File: src/rtl/eth_pkg.sv
// Shared types and constants for the Ethernet transmit serializer.
package eth_pkg;

    // Line states of the transmitter
    typedef enum logic [2:0] {
        ST_IDLE     = 3'd0,
        ST_PREAMBLE = 3'd1,
        ST_SFD      = 3'd2,
        ST_DATA     = 3'd3,
        ST_PAD      = 3'd4,
        ST_FCS      = 3'd5,
        ST_IFG      = 3'd6
    } eth_state_e;

    localparam logic [31:0] CRC_POLY      = 32'h04C11DB7;
    localparam logic [31:0] CRC_INIT      = 32'hFFFFFFFF;
    localparam logic [31:0] CRC_RESIDUE   = 32'hC704DD7B;
    localparam logic [7:0]  PREAMBLE_BYTE = 8'h55;
    localparam logic [7:0]  SFD_BYTE      = 8'hD5;

    // Bit counter covers preamble (56) and IFG lengths up to 65535.
    localparam int unsigned CNT_W         = 16;
    localparam int unsigned BYTE_CNT_W    = 11;

    // One serial CRC-32 step: MSB-first shift register fed one line bit.
    function automatic logic [31:0] crc32_step(input logic [31:0] c, input logic d);
        logic fb;
        fb = c[31] ^ d;
        if (fb) begin
            return {c[30:0], 1'b0} ^ CRC_POLY;
        end else begin
            return {c[30:0], 1'b0};
        end
    endfunction

    // Byte counter increment that sticks at its maximum value.
    function automatic logic [BYTE_CNT_W-1:0] sat_inc11(input logic [BYTE_CNT_W-1:0] v);
        if (v == 11'h7FF) begin
            return v;
        end else begin
            return v + 11'd1;
        end
    endfunction

endpackage

File: src/rtl/eth_tx_crc32.sv
// Serial CRC-32 accumulator: one bit per enabled clock, reloads on init.
module eth_tx_crc32
    import eth_pkg::*;
(
    input  logic        clk,
    input  logic        reset,
    input  logic        init,
    input  logic        en,
    input  logic        d,
    output logic [31:0] crc
);

    logic [31:0] crc_q;
    logic [31:0] crc_d;

    // Next CRC value: reload, advance by one bit, or hold.
    always_comb begin
        crc_d = crc_q;
        if (init) begin
            crc_d = CRC_INIT;
        end else if (en) begin
            crc_d = crc32_step(crc_q, d);
        end else begin
            crc_d = crc_q;
        end
    end

    // CRC register with synchronous reset to the seed value.
    always_ff @(posedge clk) begin
        if (reset) begin
            crc_q <= CRC_INIT;
        end else begin
            crc_q <= crc_d;
        end
    end

    assign crc = crc_q;

endmodule

File: src/rtl/eth_tx_serializer.sv
// Ethernet frame serializer: preamble, SFD, data, zero padding, FCS and
// inter-frame gap on a one-bit-per-clock line, with byte handshake upstream.
module eth_tx_serializer
    import eth_pkg::*;
#(
    parameter int unsigned MIN_FRAME = 60,
    parameter int unsigned IFG_BITS  = 96
)
(
    input  logic       clk,
    input  logic       reset,
    input  logic [7:0] tx_data,
    input  logic       tx_valid,
    input  logic       tx_last,
    output logic       tx_ready,
    output logic       bit_out,
    output logic       bit_en,
    output logic       busy,
    output logic       tx_underrun
);

    localparam logic [CNT_W-1:0]      PRE_LAST  = 16'd55;
    localparam logic [CNT_W-1:0]      BYTE_LAST = 16'd7;
    localparam logic [CNT_W-1:0]      FCS_LAST  = 16'd31;
    localparam logic [CNT_W-1:0]      IFG_LAST  = CNT_W'(IFG_BITS - 1);
    localparam logic [BYTE_CNT_W-1:0] MIN_BYTES = BYTE_CNT_W'(MIN_FRAME);

    eth_state_e            state_q, state_d;
    logic [CNT_W-1:0]      cnt_q, cnt_d;
    logic [7:0]            shreg_q, shreg_d;
    logic                  last_q, last_d;
    logic [BYTE_CNT_W-1:0] byte_cnt_q, byte_cnt_d;

    logic                  crc_init_s;
    logic                  crc_en_s;
    logic [31:0]           crc_s;

    // Next-state, line bit and handshake decode for the frame sequencer.
    always_comb begin
        state_d     = state_q;
        cnt_d       = cnt_q + 16'd1;
        shreg_d     = shreg_q;
        last_d      = last_q;
        byte_cnt_d  = byte_cnt_q;
        tx_ready    = 1'b0;
        tx_underrun = 1'b0;
        bit_out     = 1'b0;
        bit_en      = 1'b0;
        crc_init_s  = 1'b0;
        crc_en_s    = 1'b0;
        busy        = (state_q != ST_IDLE);

        case (state_q)
            ST_IDLE: begin
                cnt_d      = 16'd0;
                byte_cnt_d = 11'd0;
                if (tx_valid) begin
                    state_d = ST_PREAMBLE;
                end else begin
                    state_d = ST_IDLE;
                end
            end

            ST_PREAMBLE: begin
                bit_en  = 1'b1;
                bit_out = PREAMBLE_BYTE[cnt_q[2:0]];
                if (cnt_q == PRE_LAST) begin
                    state_d = ST_SFD;
                    cnt_d   = 16'd0;
                end else begin
                    state_d = ST_PREAMBLE;
                end
            end

            ST_SFD: begin
                bit_en     = 1'b1;
                bit_out    = SFD_BYTE[cnt_q[2:0]];
                crc_init_s = 1'b1;
                if (cnt_q == BYTE_LAST) begin
                    // First byte must be waiting on the final SFD bit.
                    tx_ready = 1'b1;
                    cnt_d    = 16'd0;
                    if (tx_valid) begin
                        shreg_d    = tx_data;
                        last_d     = tx_last;
                        byte_cnt_d = sat_inc11(byte_cnt_q);
                        state_d    = ST_DATA;
                    end else begin
                        tx_underrun = 1'b1;
                        state_d     = ST_IFG;
                    end
                end else begin
                    state_d = ST_SFD;
                end
            end

            ST_DATA: begin
                bit_en   = 1'b1;
                bit_out  = shreg_q[cnt_q[2:0]];
                crc_en_s = 1'b1;
                if (cnt_q == BYTE_LAST) begin
                    cnt_d = 16'd0;
                    if (last_q) begin
                        if (byte_cnt_q < MIN_BYTES) begin
                            state_d = ST_PAD;
                        end else begin
                            state_d = ST_FCS;
                        end
                    end else begin
                        // Next byte is taken while the current one finishes,
                        // so consecutive bytes leave no gap on the line.
                        tx_ready = 1'b1;
                        if (tx_valid) begin
                            shreg_d    = tx_data;
                            last_d     = tx_last;
                            byte_cnt_d = sat_inc11(byte_cnt_q);
                            state_d    = ST_DATA;
                        end else begin
                            tx_underrun = 1'b1;
                            state_d     = ST_IFG;
                        end
                    end
                end else begin
                    state_d = ST_DATA;
                end
            end

            ST_PAD: begin
                bit_en   = 1'b1;
                bit_out  = 1'b0;
                crc_en_s = 1'b1;
                if (cnt_q == BYTE_LAST) begin
                    cnt_d      = 16'd0;
                    byte_cnt_d = sat_inc11(byte_cnt_q);
                    if (sat_inc11(byte_cnt_q) >= MIN_BYTES) begin
                        state_d = ST_FCS;
                    end else begin
                        state_d = ST_PAD;
                    end
                end else begin
                    state_d = ST_PAD;
                end
            end

            ST_FCS: begin
                // CRC is frozen here; send it complemented, MSB first.
                bit_en  = 1'b1;
                bit_out = ~crc_s[~cnt_q[4:0]];
                if (cnt_q == FCS_LAST) begin
                    state_d = ST_IFG;
                    cnt_d   = 16'd0;
                end else begin
                    state_d = ST_FCS;
                end
            end

            ST_IFG: begin
                if (cnt_q == IFG_LAST) begin
                    state_d = ST_IDLE;
                    cnt_d   = 16'd0;
                end else begin
                    state_d = ST_IFG;
                end
            end

            default: begin
                state_d = ST_IDLE;
                cnt_d   = 16'd0;
            end
        endcase
    end

    // Sequencer registers; reset drops any frame in flight straight to IDLE.
    always_ff @(posedge clk) begin
        if (reset) begin
            state_q    <= ST_IDLE;
            cnt_q      <= 16'd0;
            shreg_q    <= 8'd0;
            last_q     <= 1'b0;
            byte_cnt_q <= 11'd0;
        end else begin
            state_q    <= state_d;
            cnt_q      <= cnt_d;
            shreg_q    <= shreg_d;
            last_q     <= last_d;
            byte_cnt_q <= byte_cnt_d;
        end
    end

    eth_tx_crc32 u_crc (
        .clk   (clk),
        .reset (reset),
        .init  (crc_init_s),
        .en    (crc_en_s),
        .d     (bit_out),
        .crc   (crc_s)
    );

endmodule

File: config.mk
export PLATFORM = sky130hd
export DESIGN_NAME = eth_tx_serializer
export DESIGN_NICKNAME = d
export VERILOG_FILES = /design/src/rtl/eth_pkg.sv /design/src/rtl/eth_tx_crc32.sv /design/src/rtl/eth_tx_serializer.sv
export SDC_FILE = /design/constraint.sdc
export NUM_CORES = 1
export LEC_CHECK = 0
export CAP_MARGIN = 20
export CORE_ASPECT_RATIO = 0.8
export CORE_MARGIN = 3
export CORE_UTILIZATION = 45
export DETAILED_ROUTE_END_ITERATION = 7
export REMOVE_ABC_BUFFERS = 1
export SYNTH_ARGS = -nofsm -noshare
export SYNTH_HDL_FRONTEND = slang
export SYNTH_SLANG_ARGS = --single-unit
File: constraint.sdc
create_clock -name clk -period 3 [get_ports clk]
set_input_delay 0.6 -clock clk [delete_from_list [all_inputs] [get_ports clk]]
set_output_delay 0.6 -clock clk [all_outputs]
set_load 0.02 [all_outputs]
==> flow_metrics.env, run 1 <==
export IMPL_outcome="complete, no violations"
export IMPL_setup_slack_ps=136
export IMPL_pre_cts_slack_ps=219
export IMPL_slew_headroom_pct=53.3
export IMPL_cts_root_buf="clkbuf_8"
export IMPL_worstSetupPathType="flop to output pin"
export IMPL_syn_area_um2=3870
export IMPL_synth_xor_xnor_area_share_pct=4.07
export IMPL_dp_cells=618
export IMPL_cts_buffers=9
export IMPL_synth_edf_count=0
export IMPL_syn_to_final_growth_pct=15.5
export IMPL_critical_path_startpoint_type="flop"
export IMPL_worst_pin_slew_ps=697
export IMPL_min_period_ps=2860
export IMPL_start_util_pct=47.5
export IMPL_dieArea_um2=9770
export IMPL_drt_initial_drc_count=219
export IMPL_crit_arrival_ps=2260
export IMPL_place_area_um2=4190
export IMPL_die_width_um=110
export IMPL_synth_seq_cells=73
export IMPL_cp_top_family="multiplexers"
export IMPL_chipHeight_um=89
export IMPL_num_rows=29
export IMPL_max_cap_violations=0
export IMPL_critPathBufInv=1
export IMPL_finalSetupViolCount=0
export IMPL_post_route_drc_count=0
export IMPL_n_antenna_cell=0
export IMPL_grt_ovfl_total=0
export IMPL_synth_compound_area_share_pct=14.4
export IMPL_worstSkewPairLatency_ps=350
export IMPL_layout_cells_non_filler=634
export IMPL_async_flop_share_pct=0
export IMPL_cts_htree_levels=3
export IMPL_drt_total_wl_mm=9.64
export IMPL_fin_skew_ps=6.66
export IMPL_final_antenna_net_count=0
export IMPL_fmax_mhz=349
export IMPL_core_area_um2=8160
export IMPL_grt_pass1_vias=3226
export IMPL_routabilityCongestion=0.833
export IMPL_seq_area_frac_synth_pct=37.7
export IMPL_slowest_delay_ps=490
export IMPL_vias=3569
export IMPL_rsz0062_at_grt="no"
export IMPL_crit_path_cell_trace="mux4_2, mux2_2, a32o_1, a21o_1, dlygate4sd2_1"
export IMPL_cp_slowest_cell="mux4_2"
export IMPL_ys_warn_count=0
export IMPL_finalCritPeriodShare_pct=95.5
export IMPL_cts_tree="done"
export IMPL_synth_ff_type="dfxtp_1"
export IMPL_power_density_nw_per_um2=478
export IMPL_syn_mean_instance_area_um2=7.66
export IMPL_holdWs_ps=456
export IMPL_p_leak_nw=1.62
export IMPL_final_common_cell="nand2_1"
export IMPL_antenna_found_initial=0
export IMPL_cts_hold_buf=0
export IMPL_crit_required_ps=2400
export IMPL_synthMuxAreaShare_pct=5.84
export IMPL_synth_top_family_by_area="simple AND/OR/NAND/NOR gates"
export IMPL_firstDrtPassIters=4
export IMPL_peakVddDrop_mv=0.244
export IMPL_io_pins=17
export IMPL_fin_area_um2=4470
export IMPL_total_power_w=0.00214
export IMPL_yosys_cell_types_count=59
export IMPL_grt_pass1_wl_mm=16.5
export IMPL_grtUsageTotal_pct=21.5
export IMPL_r2r_setup_slack_ps=250
export IMPL_synthSimpleGateAreaFrac_pct=33.1
export IMPL_crit_path_end_kind="output pin"
export IMPL_drive_above_1_share_pct=10.5
export IMPL_cp_max_fo=3
export IMPL_most_common_layout_cells="95 x nand2_1, 72 x dfxtp_1, 60 x nor2_1, 38 x nand3_1, 25 x a21oi_1"
export IMPL_path_clk_slew_ps=80
export IMPL_synth_fa_ha_area_share_pct=0.646
export IMPL_vias_per_cell=5.63
export IMPL_slew_viol_final=0
export IMPL_hold_violations=0
export IMPL_grt_max_degree=23
export IMPL_clockBufferDepth=2
export IMPL_synthCells=506
export IMPL_dp_hpwl_mm=6.79
export IMPL_hold_path_class="flop to flop"
export IMPL_wl_per_cell_um=15.2
export IMPL_port_buffers=16
export IMPL_clock_sinks=73
export IMPL_fin_nets=535
-- area by class of cell --
type,instances,area (um^2)
fill,789,3690
timing repair buffer,38,323
multi-input combinational,393,2250
clock buffer,11,151
clock inverter,5,125
sequential,73,1460
inverter,6,22.5
tap,108,135
-- cell families after synthesis --
| family | count (synthesis) |
|---|---|
| AND/OR/NAND/NOR | 270 |
| buffers and inverters | 40 |
| adder cells (fa/ha/maj) | 2 |
| flip-flops | 73 |
| AO/OA/AOI/OAI | 83 |
| XOR/XNOR | 18 |
| multiplexers | 20 |
-- per-stage QoR --
step | setup TNS (ps) | util [%]
CTS | 0 | 54.7
floorplan | -1930 | -
global placement | 0 | 51.4
global route | 0 | 54.8
finish | 0 | 54.8
detailed placement | 0 | 51.4
-- cells in the mapped netlist, types with 8 or more instances --
cell / count / share of area [%]
o21ai_0: 10 / 1.3
nand2_1: 95 / 9.2
clkbuf_1: 24 / 2.3
a211oi_1: 17 / 3.3
nand3_1: 38 / 4.9
dfxtp_1: 73 / 38
or3_1: 8 / 1.3
a21oi_1: 25 / 3.2
mux2i_1: 17 / 4.4
nor2_1: 60 / 5.8
nor3_1: 23 / 3.0
nand4_1: 9 / 1.5
xor2_1: 12 / 2.7
-- power by group --
group          internal [W]  leakage, nW  switching (W)
clock network      0.000681        0.140       0.000376
logic             0.0000431        0.888      0.0000633
registers          0.000971        0.590     0.00000526
total               0.00170         1.62       0.000444
-- routing by layer --
metal / GRT usage [%] / vias up / part of all wire [%]
li1: - / 1812 / -
met1: 33.2 / 1660 / 53
met2: 29.4 / 87 / 41
met3: 5.20 / 10 / 5.1
met4: 6.00 / 0 / 1.0
met5: 0 / - / 0
-- flip-flops by register name (all words and copies together) (netlist names), named ones only --
signal / cells
shreg_q: 8
u_crc.crc: 32
cnt_q: 16
state_q: 3
byte_cnt_q: 11
last_q: 1
-- tightest hold or removal path: cells and delay by family, from the launching register on --
family	cells	cell delay (ps)
AOI/OAI and AO/OA	1	50
and+or+nand+nor	1	50
DFF	1	310
-- path summary, 6_finish.rpt --
check / from / end / depth (start not counted)
worst max-delay path: cnt_q[0] / bit_out / 5
worst max register to register: cnt_q[1] / flop / 9
worst min register to register: shreg_q[1] / shreg_q[1] / 2
worst min-delay path: shreg_q[1] / shreg_q[1] / 2
-- repair_timing --
item | CTS | global route
setup buffers | 0 | 0
setup endpoints to repair | 3 | 2
gates resized for setup | 3 | 3
pin swaps | 0 | 0
Power figures use the tool's default switching activity.
==> inputs of run 2 (changes only) <==
SLEW_MARGIN = 20   (was unset)
SYNTH_HIERARCHICAL = 1   (was unset)
==> run 2 against run 1 <==
Compared with the run above:
- cell area increased by 8.1%
- register-to-register slack improved by 120 ps
- first-iteration DRC count increased by 21%
- clock power increased by 4%
- final cell count decreased by 9.8%
- wire length decreased by 2.1%
- largest power group unchanged
==> flow_metrics.env, run 2 <==
export IMPL_dp_hpwl_mm=6.45
export IMPL_port_buffers=16
export IMPL_grt_ovfl_total=0
export IMPL_cts_setup_buffers=0
export IMPL_drt_total_wl_mm=9.44
export IMPL_n_antenna_cell=0
export IMPL_p_leak_nw=1.91
export IMPL_outcome="complete, no violations"
export IMPL_hold_path_class="flop to flop"
export IMPL_power_density_nw_per_um2=485
export IMPL_r2r_setup_slack_ps=370
export IMPL_reg2reg_depth=8
export IMPL_r2r_start="cnt_q[0]"
export IMPL_largest_reg_flops=32
export IMPL_yosys_cell_types_count=67
export IMPL_slew_headroom_pct=58.0
export IMPL_die_width_um=115
export IMPL_peakVddDrop_mv=0.292
export IMPL_yosysMostFrequentCell="dfxtp_1"
export IMPL_vias_per_cell=5.77
export IMPL_worstSetupPathType="flop to output pin"
export IMPL_multi_input_area_um2=2560
export IMPL_cts_htree_levels=3
export IMPL_dp_cells=556
export IMPL_crit_path_end_kind="output pin"
export IMPL_num_rows=31
export IMPL_critical_path_startpoint_type="flop"
export IMPL_synth_ff_type="dfxtp_1"
export IMPL_max_cap_violations=0
export IMPL_synth_area_leaders="dfxtp_1 34%, mux2i_1 7.5%, mux4_2 5.3%"
export IMPL_cts_tree="done"
export IMPL_syn_area_um2=4260
export IMPL_clock_sinks=73
export IMPL_layout_cells_non_filler=572
export IMPL_regArea_um2=1460
export IMPL_cts_buffers=9
export IMPL_total_power_w=0.00235
export IMPL_slew_viol_final=0
export IMPL_path_clk_slew_ps=60
export IMPL_yosysTopAreaCell="dfxtp_1"
export IMPL_clockBufferDepth=2
export IMPL_async_flop_share_pct=0
export IMPL_whs_path_depth=2
export IMPL_crit_required_ps=2400
export IMPL_synth_edf_count=0
export IMPL_final_core_util_pct=52.8
export IMPL_synthCells=442
export IMPL_fmax_mhz=350
export IMPL_synth_seq_cells=73
export IMPL_hold_violations=0
export IMPL_post_route_drc_count=0
export IMPL_io_pins=17
export IMPL_core_area_um2=9150
export IMPL_final_antenna_net_count=0
export IMPL_syn_mean_instance_area_um2=9.64
export IMPL_syn_to_final_growth_pct=13.5
export IMPL_worst_pin_slew_ps=629
export IMPL_finalSetupViolCount=0
export IMPL_rsz0062_at_grt="no"
export IMPL_dieArea_um2=10700
export IMPL_grt_pass1_wl_mm=15.8
export IMPL_finalCritPeriodShare_pct=95.1
export IMPL_n_fill_cell=829
export IMPL_grt_max_degree=33
export IMPL_grtUsageTotal_pct=18.7
export IMPL_synthTopCellsByCount="73 x dfxtp_1, 48 x nand2_1, 32 x mux2i_1, 32 x nor2_1, 17 x nand2b_1"
export IMPL_firstDrtPassIters=5
export IMPL_fin_skew_ps=5.48
export IMPL_hold_start="shreg_q[2]"
export IMPL_chipHeight_um=93.0
export IMPL_start_util_pct=46.5
export IMPL_crit_arrival_ps=2250
export IMPL_ys_warn_count=6
export IMPL_routabilityCongestion=0.828
export IMPL_grt_pass1_vias=3059
export IMPL_most_common_layout_cells="73 x dfxtp_1, 48 x nand2_1, 32 x mux2i_1, 31 x nor2_1, 25 x buf_4"
export IMPL_synth_top_area_share_pct=34.3
export IMPL_rr_endpoint="u_crc/crc[23]"
export IMPL_min_to="shreg_q[2]"
export IMPL_drive_above_1_share_pct=16.2
export IMPL_cts_root_buf="clkbuf_16"
export IMPL_vias=3302
export IMPL_cp_max_fo=8
export IMPL_seq_area_frac_synth_pct=34.3
export IMPL_fin_nets=466
export IMPL_worstSkewPairLatency_ps=330
export IMPL_wl_per_cell_um=16.5
export IMPL_drt_initial_drc_count=266
export IMPL_final_common_cell="dfxtp_1"
export IMPL_antenna_found_initial=0
export IMPL_min_period_ps=2850
==> run 2: cell types whose count changed after synthesis, moves of 13 or more <==
cell | previous run | this run
nand2_1 | 95 | 48
nor3_1 | 23 | 9
mux2i_1 | 17 | 32
nand3_1 | 38 | 13
a21oi_1 | 25 | 8
a211oi_1 | 17 | 3
nor2_1 | 60 | 32
nand2b_1 | 4 | 17
==> run 2: worst max path at each step <==
| stage | start | to | slack (ps) | cells past startpoint |
|---|---|---|---|---|
| after floorplan | cnt_q[0] | u_crc/crc[22] | -260 | 7 |
| after global placement | cnt_q[0] | bit_out | 20 | 6 |
| after detailed placement | cnt_q[0] | bit_out | 20 | 6 |
| after CTS | cnt_q[0] | bit_out | 7 | 6 |
| after global routing | cnt_q[0] | bit_out | 2 | 7 |
| final | cnt_q[0] | bit_out | 150 | 7 |
==> run 2: area by class of cell <==
| class | instances | area share, % |
|---|---|---|
| multi-input combinational | 321 | 52.9 |
| tap | 115 | 2.98 |
| sequential | 73 | 30.2 |
| clock inverter | 2 | 0.724 |
| clock buffer | 14 | 5.67 |
| inverter | 7 | 0.543 |
| timing repair buffer | 40 | 6.93 |
==> run 2: repair_timing <==
| item | in CTS | in global routing |
|---|---|---|
| endpoints found under the setup margin | 3 | 1 |
| hold buffers | 0 | 0 |
| resized for setup | 5 | 2 |
| endpoints found under the hold margin | 0 | 0 |
==> run 2: critical path, cell delays in order (launching register included) <==
cell and delay, ps:
dfxtp_1 350, buf_4 210, mux4_2 520, mux2i_1 190
a21oi_1 90, a21oi_1 190, o211ai_1 170, buf_4 200
==> run 2: layer usage <==
layer	wire length (um)	GRT usage [%]	up-vias
li1	-	-	1637
met1	4880	27.0	1578
met2	3930	27.1	79
met3	509	4.85	8
met4	122	5.87	0
met5	0	0	-
==> run 2: cells by family (layout without fill, tap and decap cells) <==
logic type	count (synthesis)	in the layout	share of synthesized area [%]
AND/OR/NAND/NOR	171	171	21.3
AO/OA/AOI/OAI	76	76	14.7
flip-flops	73	73	34.3
buffers and inverters	48	63	5.67
multiplexers	43	43	13.1
XOR/XNOR	29	29	10.4
adder cells (fa/ha/maj)	2	2	0.587
==> run 2: where the power goes <==
| group | leakage, nW | internal [W] | switching [W] |
|---|---|---|---|
| Clock | 0.153 | 0.000711 | 0.000394 |
| Sequential | 0.590 | 0.000979 | 0.00000532 |
| Combinational | 1.17 | 0.000113 | 0.000145 |
| Total | 1.91 | 0.00180 | 0.000544 |
==> run 2: per-stage QoR <==
step                      TNS (ps)  area (um^2)  worst slack, ps  hold WS, ps
after floorplan              -2080         4050             -263          458
after global placement           0         4530             17.4          474
after detailed placement         0         4530             16.8          484
after CTS                        0         4840             6.83          498
after global routing             0         4840             2.38          528
final                            0         4840              147          492
==> inputs of run 3 (changes only) <==
--- a/config.mk
+++ b/config.mk
@@ -7,2 +7,3 @@
 export LEC_CHECK = 0
+export ABC_AREA = 1
 export CAP_MARGIN = 20
--- a/constraint.sdc
+++ b/constraint.sdc
@@ -3,2 +3,2 @@
 set_output_delay 0.6 -clock clk [all_outputs]
-set_load 0.02 [all_outputs]
+set_load 0.01 [all_outputs]
==> run 3 against run 2 <==
Compared with the run above:
- sequential share of layout area is 0.93 points higher
- clock power is 11% higher
- sequential power is 0.5% lower
- clock-buffer cell count is 5 lower
- first-iteration DRC count is 1.1% lower
- wire length is 5.0% higher
- register-to-register slack better by 370 ps
- total power is 1.4% lower
- global-route usage is 1.3 points higher
- cell area is 2.8% lower
- largest power group unchanged
- highest routed layer unchanged
==> flow_metrics.env, run 3 <==
export IMPL_outcome="complete, no violations"
export IMPL_fin_area_um2=4700
export IMPL_seq_area_frac_synth_pct=35.1
export IMPL_crit_top_cell="nand2_4"
export IMPL_layout_cells_non_filler=731
export IMPL_clockBufferDepth=2
export IMPL_port_buffers=16
export IMPL_final_antenna_net_count=0
export IMPL_ys_warn_count=6
export IMPL_cts_tree="done"
export IMPL_cts_buffers=9
export IMPL_cp_max_fo=11
export IMPL_dp_hpwl_mm=6.82
export IMPL_crit_path_cell_trace="ha_1, nand2_4, clkinv_4, nand2_4, nor3_4, nand2_2, inv_2, nand2_4, nor2_1, clkdlybuf4s50_1"
export IMPL_async_flop_share_pct=0
export IMPL_hold_path_class="flop to flop"
export IMPL_use_met3_pct=4.95
export IMPL_crit_arrival_ps=2290
export IMPL_post_route_drc_count=0
export IMPL_use_met1_pct=29.9
export IMPL_hold_violations=0
export IMPL_grt_ovfl_total=0
export IMPL_routabilityCongestion=0.927
export IMPL_drt_total_wl_mm=9.91
export IMPL_most_common_layout_cells="142 x nand2_1, 82 x nor2_1, 72 x nand3_1, 71 x dfxtp_1"
export IMPL_grt_max_degree=34
export IMPL_comb_power_share_pct=5.1
export IMPL_gr_usage_met2_pct=27.6
export IMPL_start_util_pct=47.6
export IMPL_vias=3876
export IMPL_cts_hold_buf=0
export IMPL_slew_viol_final=0
export IMPL_final_common_cell="nand2_1"
export IMPL_dieArea_um2=10400
export IMPL_synthCells=608
export IMPL_die_width_um=114
export IMPL_cts_htree_levels=3
export IMPL_yosys_cell_types_count=39
export IMPL_finalCritPeriodShare_pct=96.4
export IMPL_worstSkewPairLatency_ps=340
export IMPL_worstSetupPathType="flop to output pin"
export IMPL_grtUsageTotal_pct=20.0
export IMPL_core_area_um2=8750
export IMPL_switching_share_pct=21.2
export IMPL_power_density_nw_per_um2=492
export IMPL_power_frac_seq_pct=42.3
export IMPL_n_fill_cell=851
export IMPL_io_pins=17
export IMPL_synth_ff_type="dfxtp_1"
export IMPL_grt_pass1_vias=3441
export IMPL_worst_pin_slew_ps=984
export IMPL_synthTopCellsByCount="142 x nand2_1, 82 x nor2_1, 73 x dfxtp_1"
export IMPL_setup_tns_ps=0
export IMPL_fin_skew_ps=5.22
export IMPL_antenna_found_initial=0
export IMPL_chipHeight_um=92.0
export IMPL_crit_path_end_kind="output pin"
export IMPL_num_rows=30
export IMPL_clock_sinks=73
export IMPL_synth_top_area_share_pct=35.1
export IMPL_path_clk_slew_ps=60
export IMPL_cts_root_buf="clkbuf_16"
export IMPL_final_core_util_pct=53.7
export IMPL_holdWs_ps=489
export IMPL_yosysTopAreaCell="dfxtp_1"
export IMPL_clock_power_share_pct=52.6
export IMPL_slowest_delay_ps=540
export IMPL_synth_seq_cells=73
export IMPL_crit_required_ps=2400
export IMPL_place_area_um2=4350
export IMPL_fmax_mhz=346
export IMPL_min_period_ps=2890
export IMPL_fin_nets=629
export IMPL_slew_headroom_pct=34.3
export IMPL_p_leak_nw=1.91
export IMPL_yosysMostFrequentCell="nand2_1"
export IMPL_finalSetupViolCount=0
export IMPL_synth_area_leaders="dfxtp_1 35%, nand2_1 13%, nand3_1 8.7%"
export IMPL_cp_slowest_cell="clkdlybuf4s50_1"
export IMPL_p_switching_w=0.000491
export IMPL_wl_per_cell_um=13.6
export IMPL_drt_initial_drc_count=263
export IMPL_dp_cells=716
export IMPL_syn_to_final_growth_pct=12.9
export IMPL_firstDrtPassIters=4
export IMPL_cp_top_family="buffers and inverters"
export IMPL_syn_area_um2=4160
export IMPL_largest_reg_flops=32
export IMPL_critical_path_startpoint_type="flop"
export IMPL_max_cap_violations=0
export IMPL_critPathBufInv=3
export IMPL_synth_edf_count=0
export IMPL_p_int_w=0.00182
export IMPL_syn_mean_instance_area_um2=6.85
export IMPL_vias_per_cell=5.30
export IMPL_peakVddDrop_mv=0.494
export IMPL_busiest_layer="met1"
export IMPL_drive_above_1_share_pct=13.1
export IMPL_cts_setup_buffers=0
export IMPL_grt_pass1_wl_mm=17.0
export IMPL_n_antenna_cell=0
## run 3: cell types whose count changed after synthesis, sizes merged, moves of 14 or more
| cell | change |
|---|---|
| nor2 | +67 |
| o21ai | +29 |
| nand3b | +14 |
| a21oi | +20 |
| nand2 | +105 |
| mux2i | -32 |
| inv | +35 |
| nand2b | -17 |
| nand3 | +64 |
## run 3: per-layer routing
layer  vias up  part of all wire (%)
met5         -                     0
met4         0                   1.3
met3        11                   5.4
met2       101                    41
met1      1756                    52
li1       2008                     -
## run 3: logic make-up (layout without fill, tap and decap cells)
| group | after synthesis | count (layout) | synth area share, % |
|---|---|---|---|
| xor gates and xnor gates | 7 | 7 | 1.47 |
| DFF | 73 | 73 | 35.1 |
| adders and majority gates | 2 | 2 | 0.601 |
| buffers and inverters | 73 | 84 | 8.45 |
| and+or+nand+nor | 371 | 371 | 43.0 |
| AOI/OAI and AO/OA | 82 | 82 | 11.4 |
## run 3: final cells by class
class | instances | area, um^2 | area share [%]
Inverter | 43 | 166 | 3.54
Multi-Input combinational cell | 462 | 2360 | 50.2
Tap cell | 112 | 140 | 2.98
Timing Repair Buffer | 26 | 238 | 5.06
Clock inverter | 6 | 108 | 2.29
Sequential cell | 73 | 1460 | 31.2
Clock buffer | 9 | 225 | 4.79
## run 3: worst min-delay path, cell delays in order, from the launching register on
cell	delay [ps]
dfxtp_1	320
nand2_1	60
nand3_1	50
## run 3: path summary, 6_finish.rpt
kind,from,endpoint,slack (ps),cells after the start
setup / recovery,cnt_q[0],tx_underrun,110,10
hold reg to reg,u_crc/crc[24],u_crc/crc[24],490,2
setup reg to reg,cnt_q[0],u_crc/crc[4],740,12
hold / removal,u_crc/crc[24],u_crc/crc[24],490,2
## run 3: per-stage QoR
step	total power [W]	setup WS [ps]
2_1_floorplan	0.00106	448
3_3_place_gp	0.00112	369
3_5_place_dp	0.00112	274
4_1_cts	0.00234	49.8
5_1_grt	0.00240	-1.44
6_report	0.00231	108
## run 3: repair_timing
item                       4_1_cts  5_1_grt
resized for setup                4        2
setup endpoints to repair        3        3
pin swaps                        0        1
gates cloned                     0        0
## run 3: power by group through the flow
stage	Combinational, W	Clock [W]	Sequential (W)
after floorplan	0.0000637	0	0.00100
after global placement	0.000117	0	0.00100
after detailed placement	0.000117	0	0.00100
after CTS	0.000118	0.00125	0.000979
after global routing	0.000130	0.00129	0.000979
final	0.000117	0.00122	0.000979
